File: src/rtl/bf16_pkg.sv
// Shared widths, constants and types for the iterative bfloat16 divider.
package bf16_pkg;

  localparam int unsigned WIDTH     = 16;
  localparam int unsigned EXP_BITS  = 8;
  localparam int unsigned MAN_BITS  = 7;
  localparam int unsigned BIAS      = 127;
  localparam int unsigned DIV_ITERS = 11;
  localparam int unsigned MODEW     = 3;
  localparam int unsigned SIGW      = MAN_BITS + 1;
  localparam int unsigned SUMW      = SIGW + 1;
  localparam int unsigned REMW      = SIGW + 2;
  localparam int unsigned QW        = DIV_ITERS;
  localparam int unsigned EXPW      = 10;
  localparam int unsigned CNTW      = 4;

  localparam logic [WIDTH-1:0] QNAN       = 16'h7FC0;
  localparam logic [WIDTH-1:0] MAX_FINITE = 16'h7F7F;
  localparam logic [WIDTH-1:0] INF        = 16'h7F80;

  typedef enum logic [MODEW-1:0] {
    RNE = 3'd0,
    RTZ = 3'd1,
    RDN = 3'd2,
    RUP = 3'd3,
    RMM = 3'd4
  } rnd_mode_e;

  typedef enum logic [1:0] {
    IDLE   = 2'd0,
    DIVIDE = 2'd1,
    ROUND  = 2'd2,
    DONE   = 2'd3
  } state_e;

  typedef struct packed {
    logic invalid;
    logic div_by_zero;
    logic overflow;
    logic underflow;
    logic inexact;
  } flags_t;

  // Map the raw mode field onto the enum; unused encodings fall back to RNE.
  function automatic rnd_mode_e decode_mode(input logic [MODEW-1:0] m);
    case (m)
      3'd1:    return RTZ;
      3'd2:    return RDN;
      3'd3:    return RUP;
      3'd4:    return RMM;
      default: return RNE;
    endcase
  endfunction

endpackage

File: src/rtl/bf16_div_iter_if.sv
// Operand/result handshake bundle for bf16_div_iter.
interface bf16_div_iter_if;
  import bf16_pkg::*;

  logic              in_valid;
  logic              in_ready;
  logic [WIDTH-1:0]  operand_a;
  logic [WIDTH-1:0]  operand_b;
  logic [MODEW-1:0]  rnd_mode;
  logic              out_valid;
  logic              out_ready;
  logic [WIDTH-1:0]  result;
  logic              invalid;
  logic              div_by_zero;
  logic              overflow;
  logic              underflow;
  logic              inexact;

  modport master (
    output in_valid, operand_a, operand_b, rnd_mode, out_ready,
    input  in_ready, out_valid, result, invalid, div_by_zero, overflow, underflow, inexact
  );

  modport slave (
    input  in_valid, operand_a, operand_b, rnd_mode, out_ready,
    output in_ready, out_valid, result, invalid, div_by_zero, overflow, underflow, inexact
  );

endinterface

File: src/rtl/bf16_round.sv
// Rounding increment decision from guard/sticky/lsb/sign and rounding mode.
module bf16_round
  import bf16_pkg::*;
(
  input  logic      sign,
  input  logic      lsb,
  input  logic      guard,
  input  logic      sticky,
  input  rnd_mode_e mode,
  output logic      increment
);

  // Per-mode increment rule.
  always_comb begin
    increment = 1'b0;
    case (mode)
      RNE:     increment = guard & (sticky | lsb);
      RTZ:     increment = 1'b0;
      RDN:     increment = (guard | sticky) & sign;
      RUP:     increment = (guard | sticky) & ~sign;
      RMM:     increment = guard;
      default: increment = guard & (sticky | lsb);
    endcase
  end

endmodule

File: src/rtl/bf16_div_iter.sv
// Iterative bfloat16 divider: restoring division, one quotient bit per cycle.
// Optional feature macro: BF16_DIV_RNDMODE_EN (honour rnd_mode; otherwise RNE only).
module bf16_div_iter
  import bf16_pkg::*;
(
  input  logic           clk,
  input  logic           reset,
  bf16_div_iter_if.slave bus
);

  localparam logic signed [EXPW-1:0] EXP_OVF  = EXPW'(2**EXP_BITS - 1);
  localparam logic signed [EXPW-1:0] EXP_ZERO = '0;

  state_e                 state_q, state_d;
  logic [CNTW-1:0]        cnt_q, cnt_d;
  logic [REMW-1:0]        rem_q, rem_d;
  logic [SIGW-1:0]        div_q, div_d;
  logic [QW-1:0]          quo_q, quo_d;
  logic signed [EXPW-1:0] exp_q, exp_d;
  logic                   sign_q, sign_d;
  rnd_mode_e              mode_q, mode_d;
  logic                   in_ready_q, in_ready_d;
  logic                   out_valid_q, out_valid_d;
  logic [WIDTH-1:0]       result_q, result_d;
  flags_t                 flags_q, flags_d;

  logic                   sign_a, sign_b, sign_in;
  logic [EXP_BITS-1:0]    exp_a, exp_b;
  logic [MAN_BITS-1:0]    man_a, man_b;
  logic                   a_zero, a_inf, a_nan, b_zero, b_inf, b_nan;
  logic                   is_special;
  logic [WIDTH-1:0]       spec_res;
  flags_t                 spec_flags;
  rnd_mode_e              mode_in;

  logic                   rem_ge;
  logic [REMW-1:0]        rem_sel;

  logic [SIGW-1:0]        sig;
  logic                   guard, sticky, rnd_inc, ovf_inf;
  logic [SUMW-1:0]        sig_sum;
  logic [MAN_BITS-1:0]    man_r;
  logic signed [EXPW-1:0] exp_n, exp_f;
  logic [WIDTH-1:0]       round_res;
  flags_t                 round_flags;

`ifdef BF16_DIV_RNDMODE_EN
  assign mode_in = decode_mode(bus.rnd_mode);
`else
  assign mode_in = RNE;
  logic unused_rnd_mode;
  assign unused_rnd_mode = ^bus.rnd_mode;
`endif

  // Classify incoming operands and form the special-case answer.
  always_comb begin
    sign_a  = bus.operand_a[WIDTH-1];
    sign_b  = bus.operand_b[WIDTH-1];
    exp_a   = bus.operand_a[WIDTH-2 -: EXP_BITS];
    exp_b   = bus.operand_b[WIDTH-2 -: EXP_BITS];
    man_a   = bus.operand_a[MAN_BITS-1:0];
    man_b   = bus.operand_b[MAN_BITS-1:0];
    sign_in = sign_a ^ sign_b;
    a_zero  = (exp_a == '0);
    b_zero  = (exp_b == '0);
    a_inf   = (exp_a == '1) && (man_a == '0);
    b_inf   = (exp_b == '1) && (man_b == '0);
    a_nan   = (exp_a == '1) && (man_a != '0);
    b_nan   = (exp_b == '1) && (man_b != '0);
    is_special = a_zero | b_zero | a_inf | b_inf | a_nan | b_nan;
    spec_flags = '0;
    if (a_nan || b_nan) begin
      spec_res           = QNAN;
      spec_flags.invalid = (a_nan & ~man_a[MAN_BITS-1]) | (b_nan & ~man_b[MAN_BITS-1]);
    end else if ((a_zero && b_zero) || (a_inf && b_inf)) begin
      spec_res           = QNAN;
      spec_flags.invalid = 1'b1;
    end else if (a_inf) begin
      spec_res = {sign_in, INF[WIDTH-2:0]};
    end else if (b_zero) begin
      spec_res               = {sign_in, INF[WIDTH-2:0]};
      spec_flags.div_by_zero = 1'b1;
    end else begin
      spec_res = {sign_in, {(WIDTH-1){1'b0}}};
    end
  end

  // One restoring-division trial subtraction.
  always_comb begin
    rem_ge  = rem_q >= REMW'(div_q);
    rem_sel = rem_ge ? (rem_q - REMW'(div_q)) : rem_q;
  end

  // Normalize the quotient, apply rounding, and detect overflow/underflow.
  always_comb begin
    if (quo_q[QW-1]) begin
      sig    = quo_q[QW-1 -: SIGW];
      guard  = quo_q[QW-1-SIGW];
      sticky = (|quo_q[QW-2-SIGW:0]) | (rem_q != '0);
      exp_n  = exp_q;
    end else begin
      sig    = quo_q[QW-2 -: SIGW];
      guard  = quo_q[QW-2-SIGW];
      sticky = (|quo_q[QW-3-SIGW:0]) | (rem_q != '0);
      exp_n  = exp_q - EXPW'(1);
    end
    sig_sum = {1'b0, sig} + SUMW'(rnd_inc);
    man_r   = sig_sum[SIGW] ? sig_sum[SIGW-1:1] : sig_sum[MAN_BITS-1:0];
    exp_f   = exp_n + EXPW'(sig_sum[SIGW]);
    case (mode_q)
      RNE, RMM: ovf_inf = 1'b1;
      RUP:      ovf_inf = ~sign_q;
      RDN:      ovf_inf = sign_q;
      default:  ovf_inf = 1'b0;
    endcase
    round_flags = '0;
    if (exp_f >= EXP_OVF) begin
      round_res            = ovf_inf ? {sign_q, INF[WIDTH-2:0]}
                                     : (MAX_FINITE | {sign_q, {(WIDTH-1){1'b0}}});
      round_flags.overflow = 1'b1;
      round_flags.inexact  = 1'b1;
    end else if (exp_f <= EXP_ZERO) begin
      round_res             = {sign_q, {(WIDTH-1){1'b0}}};
      round_flags.underflow = 1'b1;
      round_flags.inexact   = 1'b1;
    end else begin
      round_res           = {sign_q, exp_f[EXP_BITS-1:0], man_r};
      round_flags.inexact = guard | sticky;
    end
  end

  bf16_round u_round (
    .sign      (sign_q),
    .lsb       (sig[0]),
    .guard     (guard),
    .sticky    (sticky),
    .mode      (mode_q),
    .increment (rnd_inc)
  );

  // Next-state and registered-output logic.
  always_comb begin
    state_d  = state_q;
    cnt_d    = cnt_q;
    rem_d    = rem_q;
    div_d    = div_q;
    quo_d    = quo_q;
    exp_d    = exp_q;
    sign_d   = sign_q;
    mode_d   = mode_q;
    result_d = result_q;
    flags_d  = flags_q;
    case (state_q)
      IDLE: begin
        if (bus.in_valid && in_ready_q) begin
          sign_d = sign_in;
          mode_d = mode_in;
          if (is_special) begin
            state_d  = DONE;
            result_d = spec_res;
            flags_d  = spec_flags;
          end else begin
            state_d = DIVIDE;
            cnt_d   = '0;
            rem_d   = REMW'({1'b1, man_a});
            div_d   = {1'b1, man_b};
            quo_d   = '0;
            exp_d   = EXPW'(exp_a) - EXPW'(exp_b) + EXPW'(BIAS);
          end
        end
      end
      DIVIDE: begin
        quo_d = {quo_q[QW-2:0], rem_ge};
        rem_d = {rem_sel[REMW-2:0], 1'b0};
        cnt_d = cnt_q + CNTW'(1);
        if (cnt_q == CNTW'(DIV_ITERS - 1)) begin
          state_d = ROUND;
        end
      end
      ROUND: begin
        state_d  = DONE;
        result_d = round_res;
        flags_d  = round_flags;
      end
      DONE: begin
        if (bus.out_ready) begin
          state_d = IDLE;
        end
      end
      default: state_d = IDLE;
    endcase
    in_ready_d  = (state_d == IDLE);
    out_valid_d = (state_d == DONE);
  end

  // State and output registers.
  always_ff @(posedge clk or posedge reset) begin
    if (reset) begin
      state_q     <= IDLE;
      cnt_q       <= '0;
      rem_q       <= '0;
      div_q       <= '0;
      quo_q       <= '0;
      exp_q       <= '0;
      sign_q      <= 1'b0;
      mode_q      <= RNE;
      in_ready_q  <= 1'b1;
      out_valid_q <= 1'b0;
      result_q    <= '0;
      flags_q     <= '0;
    end else begin
      state_q     <= state_d;
      cnt_q       <= cnt_d;
      rem_q       <= rem_d;
      div_q       <= div_d;
      quo_q       <= quo_d;
      exp_q       <= exp_d;
      sign_q      <= sign_d;
      mode_q      <= mode_d;
      in_ready_q  <= in_ready_d;
      out_valid_q <= out_valid_d;
      result_q    <= result_d;
      flags_q     <= flags_d;
    end
  end

  assign bus.in_ready    = in_ready_q;
  assign bus.out_valid   = out_valid_q;
  assign bus.result      = result_q;
  assign bus.invalid     = flags_q.invalid;
  assign bus.div_by_zero = flags_q.div_by_zero;
  assign bus.overflow    = flags_q.overflow;
  assign bus.underflow   = flags_q.underflow;
  assign bus.inexact     = flags_q.inexact;

endmodule

File: src/flat_wrapper.sv
// flat-port wrapper written by rule: the top's interface ports become plain ports
module bf16_div_iter_flat import bf16_pkg::*;
  (clk, reset, bus_in_valid, bus_operand_a, bus_operand_b, bus_rnd_mode, bus_out_ready, bus_in_ready, bus_out_valid, bus_result, bus_invalid, bus_div_by_zero, bus_overflow, bus_underflow, bus_inexact);
  bf16_div_iter_if bus_i ();
  input  logic clk;
  input  logic reset;
  input wire logic [$bits(bus_i.in_valid)-1:0] bus_in_valid;
  input wire logic [$bits(bus_i.operand_a)-1:0] bus_operand_a;
  input wire logic [$bits(bus_i.operand_b)-1:0] bus_operand_b;
  input wire logic [$bits(bus_i.rnd_mode)-1:0] bus_rnd_mode;
  input wire logic [$bits(bus_i.out_ready)-1:0] bus_out_ready;
  output wire logic [$bits(bus_i.in_ready)-1:0] bus_in_ready;
  output wire logic [$bits(bus_i.out_valid)-1:0] bus_out_valid;
  output wire logic [$bits(bus_i.result)-1:0] bus_result;
  output wire logic [$bits(bus_i.invalid)-1:0] bus_invalid;
  output wire logic [$bits(bus_i.div_by_zero)-1:0] bus_div_by_zero;
  output wire logic [$bits(bus_i.overflow)-1:0] bus_overflow;
  output wire logic [$bits(bus_i.underflow)-1:0] bus_underflow;
  output wire logic [$bits(bus_i.inexact)-1:0] bus_inexact;
  assign bus_i.in_valid = bus_in_valid;
  assign bus_i.operand_a = bus_operand_a;
  assign bus_i.operand_b = bus_operand_b;
  assign bus_i.rnd_mode = bus_rnd_mode;
  assign bus_i.out_ready = bus_out_ready;
  assign bus_in_ready = bus_i.in_ready;
  assign bus_out_valid = bus_i.out_valid;
  assign bus_result = bus_i.result;
  assign bus_invalid = bus_i.invalid;
  assign bus_div_by_zero = bus_i.div_by_zero;
  assign bus_overflow = bus_i.overflow;
  assign bus_underflow = bus_i.underflow;
  assign bus_inexact = bus_i.inexact;
  bf16_div_iter u_core (.clk(clk), .reset(reset), .bus(bus_i));
endmodule
File: config.mk
export PLATFORM = sky130hd
export DESIGN_NAME = bf16_div_iter_flat
export DESIGN_NICKNAME = d
export VERILOG_FILES = /design/src/rtl/bf16_pkg.sv /design/src/rtl/bf16_div_iter_if.sv /design/src/rtl/bf16_round.sv /design/src/rtl/bf16_div_iter.sv /design/src/flat_wrapper.sv
export SDC_FILE = /design/constraint.sdc
export NUM_CORES = 1
export LEC_CHECK = 0
export CORE_MARGIN = 2
export CORE_UTILIZATION = 30
export DETAILED_ROUTE_END_ITERATION = 7
export MAX_ROUTING_LAYER = met4
export PLACE_DENSITY = 0.62
export SLEW_MARGIN = 20
export SYNTH_ARGS = -nofsm -noshare
export SYNTH_HDL_FRONTEND = slang
export SYNTH_SLANG_ARGS = --single-unit
File: constraint.sdc
create_clock -name clk -period 4.48 [get_ports clk]
set_input_delay 0.672 -clock clk [delete_from_list [all_inputs] [get_ports clk]]
set_output_delay 0.672 -clock clk [all_outputs]
set_load 0.02 [all_outputs]
==> results of run 1 <==
synth_stat cells, types with 9 or more instances:
cell type / instances / area [um^2]
xnor2_1: 22 / 193
nor3_1: 13 / 65.1
mux2_2: 10 / 113
clkbuf_1: 16 / 60.1
nand2_1: 71 / 267
a211oi_1: 10 / 75.1
mux2i_1: 15 / 150
inv_1: 35 / 131
a21oi_1: 30 / 150
nor2_1: 28 / 105
nor2b_1: 11 / 68.8
dfrtp_1: 68 / 1700
nand4_1: 9 / 56.3
xor2_1: 11 / 96.3
o21ai_0: 32 / 160
ha_1: 23 / 288
nor4_1: 10 / 62.6
flip-flops by register name, summed over array words and instances, names as in the netlist, 2 cells and up:
signal	count
u_core.rem_q	10
u_core.exp_q	10
u_core.cnt_q	4
u_core.bus.result	16
u_core.div_q	8
u_core.state_q	2
u_core.quo_q	11
critical path: stages, from the launching register on:
cell       delay, ns
dfrtp_2         0.45
nor2b_2         0.14
o21a_1          0.16
ha_2            0.20
nand2_1         0.07
nor2_2          0.13
and3b_2         0.22
o211ai_1        0.12
inv_1           0.11
ha_1            0.19
ha_2            0.21
or4bb_4         0.54
o21ai_4         0.11
o2111ai_4       0.18
mux2i_2         0.22
a311o_1         0.44
nor4_4          0.28
buf_4           0.19
o221a_1         0.18
kinds of logic (layout without fill, tap and decap cells):
kind of cell	count (synthesis)	after routing
multiplexers	25	25
AND/OR/NAND/NOR	194	194
flip-flops	69	69
buffers and inverters	57	123
XOR/XNOR	33	33
adder cells (fa/ha/maj)	25	25
AO/OA/AOI/OAI	136	136
final timing paths:
kind / depth (start not counted) / slack [ns] / from / endpoint
worst max register to register: 18 / 0.29 / u_core.quo_q[10] / u_core.bus.result[6]
worst max-delay path: 18 / 0.29 / u_core.quo_q[10] / u_core.bus.result[6]
min in group asynchronous: 2 / 0.81 / reset / u_core.bus.inexact
worst min register to register: 2 / 0.45 / u_core.div_q[7] / u_core.div_q[7]
max in group asynchronous: 3 / 2.83 / reset / u_core.bus.in_ready
worst min-delay path: 2 / 0.45 / u_core.div_q[7] / u_core.div_q[7]
power breakdown:
group          internal (mW)  leakage [nW]  switching [mW]
Combinational          0.997          1.49            1.15
Clock                  0.370         0.127           0.283
Sequential             0.905         0.852           0.303
Total                   2.27          2.47            1.74
cell type report:
class                      instances  area [um^2]
multi-input combinational        413         2880
clock buffer                       9          225
tap                              216          270
timing repair buffer              72          686
fill                            1593         9810
sequential                        69         1730
clock inverter                     7         42.5
inverter                          35          133
routing by layer:
layer | share of wire | up-vias
met1 | 0.47 | 1965
li1 | - | 2081
met5 | 0 | -
met3 | 0.054 | 21
met2 | 0.45 | 98
met4 | 0.021 | 0
cell usage in the layout (no fill, tap or decap), types with 21 or more instances in the layout:
master           instances
a21oi_1                 30
clkdlybuf4s50_1         58
dfrtp_1                 67
ha_1                    21
inv_1                   34
nand2_1                 71
nor2_1                  27
o21ai_0                 31
xnor2_1                 22
timing repair:
item,4_1_cts,5_1_grt
endpoints found under the setup margin,9,16
resized for setup,1,17
setup buffers,1,3
pin swaps,1,3
metrics by stage:
step,instances,setup slack [ns]
global placement,801,0.0953
finish,821,0.287
floorplan,539,0.0408
CTS,818,0.0421
global route,821,0.0798
detailed placement,801,-0.0534
==> key figures, run 1 <==
Timing
  • Sum Neg Setup Slack: 0 ns
  • RSZ-0062 raised after global routing: false
  • Slew HR: 0.422
  • Tmin final: 4.19 ns
  • Final Max Slew Viols: 0
  • Final Skew: 0.00591 ns
  • Final setup violation count: 0
  • Actual slew at the worst max-slew pin: 0.866 ns
  • WHS: 0.454 ns
  • FMAX: 238 MHz
  • Final Hold Fails: 0
  • Final Cycle Share: 0.936

Drt
  • Routed vias: 4165
  • Number of remaining DRC errors: 0
  • Via density: 5.07
  • 1st-iter DRT viols: 233
  • Routed Antenna Nets: 0
  • Wire per inst: 14.6 um
  • WL final: 12000 um
  • DR pass1 iterations: 4

GRT
  • Largest net degree at the start of global routing: 51
  • Global route overflow: 0
  • GR Layer Usage met2: 0.235
  • First-pass GRT wire length: 20100 um
  • Vias in the first global route: 4121
  • Gr busiest metal: met2
  • GRT met3 Usage: 0.0322
  • Initial antenna violation count: 0
  • Gr usage total: 0.154
  • Met1 track demand over resource: 0.204

Power and ir drop
  • Peak VDD IR: 304 uV
  • Pwr/cell area: 673 nW/um^2
  • Overall Power: 4.01 mW
  • Pleak: 2.47 nW

Placement
  • DP HPWL: 9180 um
  • Area after DPL: 5630 um^2
  • Count of input and output buffers: 58
  • Gp weighted congestion: 0.826

Worst setup path
  • CP endpoint kind: flip-flop
  • CP max FO: 7
  • WP data required: 4.76 ns
  • Arrival time worst endpoint: 4.47 ns
  • Startpoint Class: flip-flop
  • Crit path kind: reg2reg

Cells and area
  • Layout area overhead: 24.1%
  • Share of layout cells above drive strength 1: 0.117
  • Post-layout nets: 664
  • Layout Utilization: 0.378
  • Ant diodes: 0
  • Post-route cell area: 5960 um^2

CTS
  • CTS buffer count: 9
  • Worst skew pair latency: 0.34 ns
  • CTS tree: done
  • H-Tree Depth: 3
  • Hold_buf cts: 0
  • Root Buffer: clkbuf_16
  • CTS Buffer Depth: 2
  • Clock sink count: 69
  • Worst-path clk slew: 0.06 ns

Synthesis
  • Synth Area in XOR/XNOR: 0.0602
  • Main synth FF type: dfrtp_1
  • Synthesized instance count: 539
  • Post-synth ARST share: 1.00
  • Largest family of logic cells by synthesized area: simple AND/OR/NAND/NOR gates
  • Synthesized area: 4800 um^2
  • Multiplexer share of the synthesized area: 0.0547
  • Warnings, synthesis: 0
  • Simple-Gate Fraction of Synth Area: 0.215
  • Seq cells post-synth: 69
  • Compound-Gate Fraction of Synth Area: 0.194
  • Area share of fa/ha/maj cells after synthesis: 0.0682
  • Unique cell type count in the Yosys netlist: 71
  • Synthesized area per cell: 8.91 um^2
  • Syn Nets: 603
  • EDFF count, synth: 0
  • Post-synthesis sequential area ratio: 0.360

Floorplanning
  • Row count: 46
  • Die area: 17000 um^2
  • Die Span X: 131 um
  • Ports: 62
  • Initial Utilization: 0.305
  • Core Region: 15800 um^2
  • Die Y-Extent: 131 um

Run
  • Number of max-cap violations: 0

Run status
  • Status: complete, no violations

Hold path
  • Hold WC Path Type: reg2reg
Note: power is estimated with default switching activity, not from simulation.
==> run 2, diff against run 1 <==
Settings changed: SLEW_MARGIN 20 to not set.
==> run 2 against run 1 <==
Critical path depth unchanged. Critical path type unchanged. Highest routed layer unchanged. Global-route usage stayed put. Core utilization about the same. Sequential cell count is the same. First-iteration DRC count increased by 2.1%. Register-to-register slack about the same. Largest cell class unchanged. Total power is essentially flat. Critical endpoint unchanged. Via count shrank 0.19%. Clock power barely moved. Die area unchanged. Combinational power about the same.
==> key figures, run 2 (synthesis results as in run 1) <==
Run
  • Number of max-cap violations: 0 (unchanged)

CTS
  • H-Tree Depth: 3 (unchanged)
  • Root Buffer: clkbuf_16 (unchanged)
  • CTS tree: done (unchanged)
  • CTS Buffer Depth: 2 (unchanged)
  • Worst-path clk slew: 0.06 ns (about the same)
  • Worst skew pair latency: 0.34 ns (about the same)
  • CTS buffer count: 9 (unchanged)
  • Clock sink count: 69 (unchanged)

Timing
  • Setup ws final: 0.286 ns (was 0.287 ns)
  • FMAX: 238 MHz (about the same)
  • Actual slew at the worst max-slew pin: 1.09 ns (was 0.866 ns)
  • RSZ-0062 raised after global routing: false (unchanged)
  • Final Hold Fails: 0 (unchanged)
  • Final Cycle Share: 0.936 (about the same)
  • Final Max Slew Viols: 0 (unchanged)
  • Final setup violation count: 0 (unchanged)
  • Tmin final: 4.19 ns (about the same)
  • Slew HR: 0.271 (was 0.422)
  • Final Skew: 0.00434 ns (was 0.00591 ns)

Placement
  • Count of input and output buffers: 58 (unchanged)
  • Post-Place Worst Slack: -0.0534 ns (unchanged)
  • Gp weighted congestion: 0.826 (unchanged)
  • DP HPWL: 9180 um (unchanged)
  • Placed Cells incl. Taps: 801 (unchanged)

Floorplanning
  • Initial Utilization: 0.305 (unchanged)
  • Row count: 46 (unchanged)
  • Core Region: 15800 um^2 (unchanged)
  • Die Y-Extent: 131 um (unchanged)
  • Die area: 17000 um^2 (unchanged)
  • Die Span X: 131 um (unchanged)
  • Ports: 62 (unchanged)

Power and ir drop
  • Overall Power: 4.01 mW (about the same)
  • Pwr/cell area: 673 nW/um^2 (about the same)
  • Peak VDD IR: 304 uV (about the same)
  • Pleak: 2.47 nW (about the same)

GRT
  • Global route overflow: 0 (unchanged)
  • GR Layer Usage met2: 0.235 (unchanged)
  • Largest net degree at the start of global routing: 51 (unchanged)
  • Initial antenna violation count: 0 (unchanged)
  • Met1 track demand over resource: 0.204 (unchanged)
  • Gr busiest metal: met2 (unchanged)
  • First-pass GRT wire length: 20100 um (unchanged)
  • GRT met3 Usage: 0.0322 (unchanged)
  • Gr usage total: 0.154 (unchanged)
  • Vias in the first global route: 4121 (unchanged)

Drt
  • WL final: 12000 um (about the same)
  • Routed vias: 4157 (was 4165)
  • Wire per inst: 14.6 um (about the same)
  • DR pass1 iterations: 4 (unchanged)
  • Number of remaining DRC errors: 0 (unchanged)
  • 1st-iter DRT viols: 238 (was 233)
  • Routed Antenna Nets: 0 (unchanged)
  • Via density: 5.06 (was 5.07)

Cells and area
  • Post-layout nets: 664 (unchanged)
  • Layout Utilization: 0.378 (about the same)
  • Share of layout cells above drive strength 1: 0.116 (was 0.117)
  • Commonest non-fill, non-tap cell in the layout: nand2_1 (unchanged)
  • Ant diodes: 0 (unchanged)
  • Fillers: 1592 (was 1593)
  • Commonest cells after routing, fill and taps aside: nand2_1, dfrtp_1, clkdlybuf4s50_1 (unchanged)
  • Max reg flops: 16 (unchanged)
  • Layout area overhead: 24.1% (about the same)
  • Final non-filler cell total: 821 (unchanged)

Worst setup path
  • CP endpoint kind: flip-flop (unchanged)
  • WP data required: 4.75 ns (was 4.76 ns)
  • CP max FO: 7 (unchanged)
  • Arrival time worst endpoint: 4.47 ns (about the same)
  • Crit path kind: reg2reg (unchanged)
  • Startpoint Class: flip-flop (unchanged)

Run status
  • Status: complete, no violations (unchanged)

Hold path
  • Hold WC Path Type: reg2reg (unchanged)
run 2: cell count changes in the layout (fill, tap and decap cells not counted), sizes merged:
cell / change
inv: +1
clkinv: -1
run 2: what timing repair did:
item                       4_1_cts  5_1_grt
hold buffers                     0        0
setup endpoints to repair        9       16
pin swaps                        1        3
buffers inserted                 1        3
resized for setup                1       17
run 2: critical path, stage by stage (launching register included):
cell and delay (ns):
dfrtp_2 0.45, nor2b_2 0.14, o21a_1 0.16, ha_2 0.20, nand2_1 0.07, nor2_2 0.13, and3b_2 0.21, o211ai_1 0.12
inv_1 0.11, ha_1 0.19, ha_2 0.21, or4bb_4 0.54, o21ai_4 0.11, o2111ai_4 0.19, mux2i_2 0.22, a311o_1 0.44
nor4_4 0.28, buf_4 0.19, o221a_1 0.18
run 2: final timing paths:
check	slack [ns]	to	start	cells after the start
min in group asynchronous	0.92	u_core.bus.result[1]	reset	2
hold / removal	0.45	u_core.div_q[7]	u_core.div_q[7]	2
hold reg to reg	0.45	u_core.div_q[7]	u_core.div_q[7]	2
max in group asynchronous	2.64	u_core.bus.in_ready	reset	3
setup reg to reg	0.29	u_core.bus.result[6]	u_core.quo_q[10]	18
setup / recovery	0.29	u_core.bus.result[6]	u_core.quo_q[10]	18
run 2: where the power goes:
group / switching, mW / internal [mW] / leakage [nW]
Clock: 0.281 / 0.370 / 0.127
Combinational: 1.15 / 0.997 / 1.50
Sequential: 0.302 / 0.906 / 0.852
Total: 1.74 / 2.27 / 2.47
run 2: routing by layer:
layer,up-vias,routed length [um]
li1,2083,-
met1,1963,5840
met2,94,5410
met3,17,483
met4,0,238
met5,-,0
run 2: layout make-up:
cell class | count | area, um^2 | share of cell area
multi-input cells | 413 | 2880 | 0.482
flip-flops and latches | 69 | 1730 | 0.290
repair buffers | 72 | 686 | 0.115
well taps | 216 | 270 | 0.0453
clock buffers | 9 | 225 | 0.0378
inverters | 35 | 131 | 0.0220
clock inverters | 7 | 42.5 | 0.00714
run 2: per-stage QoR:
step / cell area, um^2 / setup TNS (ns) / hold slack, ns
4_1_cts: 5910 / 0 / 0.463
5_1_grt: 5960 / 0 / 0.482
2_1_floorplan: 4800 / 0 / 0.418
3_3_place_gp: 5630 / 0 / 0.438
3_5_place_dp: 5630 / -0.109 / 0.451
6_report: 5960 / 0 / 0.454
